File: src/rtl/scroll_sequencer.sv
// Frame-synchronous scroll offset sequencer: IDLE -> SCROLL_X -> SCROLL_Y -> HOLD -> SCROLL_X ...
// Optional macro SCROLL_SEQ_BOUNCE_EN makes scroll_x bounce between 0 and X_LIMIT instead of wrapping.
module scroll_sequencer #(
    parameter int SEG_FRAMES        = 120,
    parameter int HOLD_FRAMES       = 30,
    parameter int VSYNC_ACTIVE_HIGH = 0,
    parameter int X_LIMIT           = 639
) (
    input  logic        clk,
    input  logic        rst_n,
    input  logic        vsync,
    input  logic        enable,
    input  logic        pause,
    input  logic        restart,
    input  logic [2:0]  speed,
    input  logic        dir,
    output logic [9:0]  scroll_x,
    output logic [9:0]  scroll_y,
    output logic [1:0]  phase,
    output logic        frame_tick,
    output logic [15:0] frame_count
);

    localparam logic       VS_ACTIVE = (VSYNC_ACTIVE_HIGH != 0) ? 1'b1 : 1'b0;
    localparam logic [7:0] SEG_LAST  = 8'(SEG_FRAMES - 1);
    localparam logic [7:0] HOLD_LAST = 8'(HOLD_FRAMES - 1);

    typedef enum logic [1:0] {
        ST_IDLE     = 2'd0,
        ST_SCROLL_X = 2'd1,
        ST_SCROLL_Y = 2'd2,
        ST_HOLD     = 2'd3
    } state_t;

    state_t      state_r;
    state_t      state_nxt_s;
    logic [7:0]  seg_cnt_r;
    logic [7:0]  seg_cnt_nxt_s;
    logic        vsync_q_r;
    logic        tick_s;
    logic        run_s;
    logic [9:0]  step_s;
    logic [9:0]  scroll_x_r;
    logic [9:0]  scroll_y_r;
    logic [9:0]  x_nxt_s;
    logic [9:0]  y_nxt_s;
    logic        frame_tick_r;
    logic [15:0] frame_count_r;

    // Modulo-1024 step in either direction.
    function automatic logic [9:0] step_wrap(input logic [9:0] value, input logic [9:0] step,
                                             input logic dec);
        logic [9:0] res;
        if (dec) begin
            res = value - step;
        end else begin
            res = value + step;
        end
        return res;
    endfunction

    assign tick_s = (vsync == VS_ACTIVE) && (vsync_q_r != VS_ACTIVE);
    assign run_s  = tick_s && enable && !pause;
    assign step_s = {7'd0, speed} + 10'd1;

`ifdef SCROLL_SEQ_BOUNCE_EN
    localparam logic [10:0] X_MAX = 11'(X_LIMIT);

    logic        xdir_r;
    logic        xdir_nxt_s;
    logic [10:0] fwd_sum_s;

    assign fwd_sum_s = {1'b0, scroll_x_r} + {1'b0, step_s};

    // Bounce direction register; cleared by restart.
    always_ff @(posedge clk or negedge rst_n) begin
        if (!rst_n) begin
            xdir_r <= 1'b0;
        end else begin
            xdir_r <= xdir_nxt_s;
        end
    end
`endif

    // State and segment counter registers.
    always_ff @(posedge clk or negedge rst_n) begin
        if (!rst_n) begin
            state_r   <= ST_IDLE;
            seg_cnt_r <= 8'd0;
        end else begin
            state_r   <= state_nxt_s;
            seg_cnt_r <= seg_cnt_nxt_s;
        end
    end

    // Next-state and segment count; restart beats a coincident tick.
    always_comb begin
        state_nxt_s   = state_r;
        seg_cnt_nxt_s = seg_cnt_r;
        if (restart) begin
            state_nxt_s   = ST_IDLE;
            seg_cnt_nxt_s = 8'd0;
        end else if (tick_s) begin
            if (!enable) begin
                state_nxt_s   = ST_IDLE;
                seg_cnt_nxt_s = 8'd0;
            end else if (pause) begin
                state_nxt_s   = state_r;
                seg_cnt_nxt_s = seg_cnt_r;
            end else begin
                case (state_r)
                    ST_IDLE: begin
                        state_nxt_s   = ST_SCROLL_X;
                        seg_cnt_nxt_s = 8'd0;
                    end
                    ST_SCROLL_X: begin
                        if (seg_cnt_r == SEG_LAST) begin
                            state_nxt_s   = ST_SCROLL_Y;
                            seg_cnt_nxt_s = 8'd0;
                        end else begin
                            seg_cnt_nxt_s = seg_cnt_r + 8'd1;
                        end
                    end
                    ST_SCROLL_Y: begin
                        if (seg_cnt_r == SEG_LAST) begin
                            state_nxt_s   = ST_HOLD;
                            seg_cnt_nxt_s = 8'd0;
                        end else begin
                            seg_cnt_nxt_s = seg_cnt_r + 8'd1;
                        end
                    end
                    ST_HOLD: begin
                        if (seg_cnt_r == HOLD_LAST) begin
                            state_nxt_s   = ST_SCROLL_X;
                            seg_cnt_nxt_s = 8'd0;
                        end else begin
                            seg_cnt_nxt_s = seg_cnt_r + 8'd1;
                        end
                    end
                    default: begin
                        state_nxt_s   = ST_IDLE;
                        seg_cnt_nxt_s = 8'd0;
                    end
                endcase
            end
        end else begin
            state_nxt_s   = state_r;
            seg_cnt_nxt_s = seg_cnt_r;
        end
    end

    // Next offsets: only a running tick in a scroll state moves them.
    always_comb begin
        x_nxt_s = scroll_x_r;
        y_nxt_s = scroll_y_r;
`ifdef SCROLL_SEQ_BOUNCE_EN
        xdir_nxt_s = xdir_r;
`endif
        if (restart) begin
            x_nxt_s = 10'd0;
            y_nxt_s = 10'd0;
`ifdef SCROLL_SEQ_BOUNCE_EN
            xdir_nxt_s = 1'b0;
`endif
        end else if (run_s) begin
            case (state_r)
                ST_IDLE: begin
`ifdef SCROLL_SEQ_BOUNCE_EN
                    xdir_nxt_s = dir;
`endif
                    x_nxt_s = scroll_x_r;
                end
                ST_SCROLL_X: begin
`ifdef SCROLL_SEQ_BOUNCE_EN
                    if (!xdir_r) begin
                        if (fwd_sum_s > X_MAX) begin
                            x_nxt_s    = X_MAX[9:0];
                            xdir_nxt_s = 1'b1;
                        end else begin
                            x_nxt_s = fwd_sum_s[9:0];
                        end
                    end else begin
                        if (scroll_x_r < step_s) begin
                            x_nxt_s    = 10'd0;
                            xdir_nxt_s = 1'b0;
                        end else begin
                            x_nxt_s = scroll_x_r - step_s;
                        end
                    end
`else
                    x_nxt_s = step_wrap(scroll_x_r, step_s, dir);
`endif
                end
                ST_SCROLL_Y: begin
                    y_nxt_s = step_wrap(scroll_y_r, step_s, dir);
                end
                default: begin
                    x_nxt_s = scroll_x_r;
                    y_nxt_s = scroll_y_r;
                end
            endcase
        end else begin
            x_nxt_s = scroll_x_r;
            y_nxt_s = scroll_y_r;
        end
    end

    // Offsets, vsync delay, tick pulse and frame counter.
    always_ff @(posedge clk or negedge rst_n) begin
        if (!rst_n) begin
            vsync_q_r     <= ~VS_ACTIVE;
            scroll_x_r    <= 10'd0;
            scroll_y_r    <= 10'd0;
            frame_tick_r  <= 1'b0;
            frame_count_r <= 16'd0;
        end else begin
            vsync_q_r    <= vsync;
            scroll_x_r   <= x_nxt_s;
            scroll_y_r   <= y_nxt_s;
            frame_tick_r <= tick_s && !restart;
            if (tick_s && !restart) begin
                frame_count_r <= frame_count_r + 16'd1;
            end else begin
                frame_count_r <= frame_count_r;
            end
        end
    end

    assign scroll_x    = scroll_x_r;
    assign scroll_y    = scroll_y_r;
    assign phase       = state_r;
    assign frame_tick  = frame_tick_r;
    assign frame_count = frame_count_r;

endmodule

File: config.mk
export PLATFORM = sky130hd
export DESIGN_NAME = scroll_sequencer
export DESIGN_NICKNAME = d
export VERILOG_FILES = /design/src/rtl/scroll_sequencer.sv
export SDC_FILE = /design/constraint.sdc
export NUM_CORES = 1
export LEC_CHECK = 0
export ABC_CLOCK_PERIOD_IN_PS = 5000
export CORE_ASPECT_RATIO = 0.9
export CORE_MARGIN = 2
export CORE_UTILIZATION = 59
export DETAILED_ROUTE_END_ITERATION = 10
export GPL_TIMING_DRIVEN = 0
export HOLD_SLACK_MARGIN = 0.12
export PLACE_DENSITY = 0.86
export SLEW_MARGIN = 20
export SYNTH_ARGS = -nofsm -noshare
export SYNTH_HDL_FRONTEND = slang
export SYNTH_SLANG_ARGS = --single-unit
File: constraint.sdc
create_clock -name clk -period 5 [get_ports clk]
set_input_delay 0.5 -clock clk [delete_from_list [all_inputs] [get_ports clk]]
set_output_delay 0.5 -clock clk [all_outputs]
set_load 0.01 [all_outputs]
==> impl_metrics.csv <==
group,metric,value,unit
critical_path,cp_top_family,"compound AO/OA/AOI/OAI gates",
sta,fmax,249,MHz
global_route,grt.total_usage,27.1,%
route,first_iter_violations,145,
sta,clock_skew,13.2,ps
sta,min_period,4020,ps
yosys,avgSynthCellArea,9.02,µm²
clock_tree,cts_tree,"built",
die,die_area,0.00618,mm²
critical_path,end_kind,"flop",
power,p_leak,1.81,nW
placement,dp_hpwl,5.88,mm
yosys,syn_area,0.00328,mm²
placement,io_buffers,47,
clock_tree,ctsRootBufferMaster,"clkbuf_8",
sta,fin_setup_tns,0,ps
critical_path,cp_max_fo,7,
critical_path,crit_type,"in -> reg",
yosys,synth_nets,403,
clock_tree,htreeDepth,2,
layout,final_nets,460,
route,drt-vias-per-instance,6.02,
critical_path,crit_buf_inv,1,
outcome,outcome,"finished, final reports clean",
yosys,synth_edf_count,0,
route,drc_errors,0,
critical_path,cp.required,5210,ps
route,vias,2943,
global_route,grt_pass1_wl,12.9,mm
placement,routabilityCongestion,0.941,
layout,drive_above_1_share,5.45,%
clock_tree,cts_buffers,5,
critical_path,path_cells,"clkdlybuf4s50_1 > ha_1 > nand2_1 > o21ai_0 > ha_1 > a21o_1 > a21o_1 > a21o_1 > or3_1 > o211ai_1 > mux2_2",
sta,drv_slew,0,
layout,n_fill_cell,400,
critical_path,arrival,4220,ps
sta,worst_pin_slew,959,ps
yosys,syn_inst,364,
clock_tree,clock_sinks,48,
clock_tree,postCtsSetupBuffers,0,
route,drtAntennaViolNets,0,
layout,antenna_cells,0,
die,core_region_area,0.00532,mm²
clock_tree,insertion_delay,320,ps
clock_tree,clkTransAtPathRegs,100,ps
route,wl_per_cell,15.8,µm
global_route,grt_pass1_vias,2787,
critical_path,cp_slowest_cell,"o21ai_0",
yosys,synth.area.top_cells,"dfrtp_1, ha_1, xnor2_1",
global_route,antenna_found_initial,0,
route,drt_pass1_iterations,4,
global_route,grt_max_degree,20,
yosys,synth-seq-cells,48,
die,die_y,74.8,µm
power,power.density,232,mW/mm²
critical_path,cp-start-kind,"input pin",
sta,slew_headroom,35.4,%
global_route,grt.overflow.total,0,
sta,fin_crit_sh,80.4,%
die,num_rows,25,
power,ir_worst_vdd,150,µV
critical_path,path_common_cell,"a21o_1",
power,total_power,0.932,mW
clock_tree,cts_buffer_depth,2,
route,wl,7.72,mm
yosys,async_reset_ff_share,100,%
die,die_w,82.6,µm
die,start_util,61.7,%
yosys,synth_flop_cell,"dfrtp_1",
die,boundaryPins,49,
yosys,netlist.area_leader.share,35.8,%
layout,area_growth,22.3,%
sta,rsz0062_at_grt,"no",
yosys,synth_cell_types,58,
flow_run,drv_cap,0,
worst_hold_path,hold_class,"reg -> reg",
critical_path,max_stage_delay,770,ps
sta,hold_viol_final,0,
yosys,seq_area_frac_synth,36.6,%
sta,setup_viol,0,
yosys,yosys_warnings,0,
yosys,synth_area_leader_cell,"dfrtp_1",
## path summary, 6_finish.rpt
kind	startpoint	endpoint	slack (ps)	depth (start not counted)
worst max-delay path	speed[1]	scroll_y[9]	980	11
max in group asynchronous	rst_n	vsync_q_r	3700	4
min in group asynchronous	rst_n	frame_count[15]	630	2
worst max register to register	scroll_x[1]	scroll_x[9]	2380	8
worst min-delay path	frame_count[15]	frame_count[15]	510	1
worst min register to register	frame_count[15]	frame_count[15]	510	1
## synth_stat cells, drive strengths merged, types with 6 or more instances
| library cell | instances |
|---|---|
| and3 | 12 |
| xor2 | 8 |
| nand3 | 16 |
| o21ai | 31 |
| xnor2 | 20 |
| a21oi | 14 |
| nor2 | 30 |
| nand4 | 7 |
| inv | 21 |
| dfrtp | 47 |
| ha | 27 |
| nand2 | 39 |
| nor2b | 8 |
| a21o | 6 |
## cells by family (layout without fill, tap and decap cells)
logic type / after synthesis / after routing / share of synthesized area [%]
buf+inv: 25 / 83 / 3.09
simple gates: 144 / 144 / 22.5
fa+ha+maj: 29 / 29 / 11.5
flops: 48 / 48 / 36.6
compound gates: 84 / 84 / 16.9
mux: 6 / 6 / 1.94
xor+xnor: 28 / 28 / 7.47
## metal layers
| layer | routed length, µm | share of wire [%] | up-vias | global-route usage (%) |
|---|---|---|---|---|
| met5 | 0 | 0 | - | 0 |
| met4 | 78 | 1.0 | 0 | 6.56 |
| met3 | 325 | 4.2 | 8 | 4.80 |
| met2 | 3790 | 49 | 73 | 44.9 |
| met1 | 3520 | 46 | 1441 | 37.3 |
| li1 | - | - | 1421 | - |
## flip-flops by register name, summed over array words and instances, names as in the netlist
| signal | count |
|---|---|
| vsync_q_r | 1 |
| seg_cnt_r | 8 |
| frame_count | 16 |
| phase | 2 |
| scroll_x | 10 |
| scroll_y | 10 |
| frame_tick | 1 |
## layout by cell type (no fill, tap or decap), types with 3 or more instances in the layout
cell / netlist / final
nand2_1: 39 / 39
nand4_1: 7 / 7
a21oi_1: 14 / 14
clkbuf_1: 3 / 3
nor3_1: 4 / 4
a21o_1: 6 / 6
nor2_1: 30 / 30
nand2b_1: 3 / 3
clkdlybuf4s50_1: 0 / 46
and3_1: 12 / 12
mux2i_1: 3 / 3
o31ai_1: 4 / 4
clkbuf_8: 0 / 5
nor4_1: 4 / 4
xor2_1: 8 / 8
inv_1: 20 / 20
xnor2_1: 20 / 20
o21a_1: 3 / 3
ha_1: 27 / 27
nor2b_1: 8 / 8
and2_1: 4 / 4
dfrtp_1: 47 / 47
nand3_1: 16 / 16
or3_1: 3 / 3
o21ai_0: 31 / 31
nor3b_1: 5 / 5
## area by class of cell
cell class	instances	area, µm²	area share [%]
Buffer	4	22.5	0.561
Clock buffer	5	68.8	1.71
Clock inverter	3	47.5	1.18
Inverter	21	78.8	1.96
Multi-Input combinational cell	291	1980	49.3
Sequential cell	48	1200	30.0
Tap cell	67	83.8	2.09
Timing Repair Buffer	50	531	13.2
## report_power, final
part | leakage [nW] | switching [mW] | total [mW] | internal [mW]
combinational | 1.09 | 0.100 | 0.196 | 0.0964
sequential | 0.659 | 0.0265 | 0.435 | 0.408
clock | 0.0583 | 0.150 | 0.301 | 0.151
total | 1.81 | 0.276 | 0.932 | 0.656
## timing repair
item	in CTS	in global routing
resized for setup	0	0
hold buffers	1	0
endpoints found under the hold margin	12	0
## stage by stage
stage | util (%) | setup WS [ps] | hold slack (ps) | std cells | cell area [µm²]
5_1_grt | 75.5 | 823 | 533 | 489 | 4010
2_1_floorplan | - | 1720 | 204 | 364 | 3280
3_5_place_dp | 73.1 | 698 | 419 | 480 | 3890
3_3_place_gp | 72.2 | 764 | 459 | 478 | 3840
4_1_cts | 75.5 | 1040 | 509 | 489 | 4010
6_report | 75.5 | 981 | 513 | 489 | 4010
(Power assumes the default switching activity.)
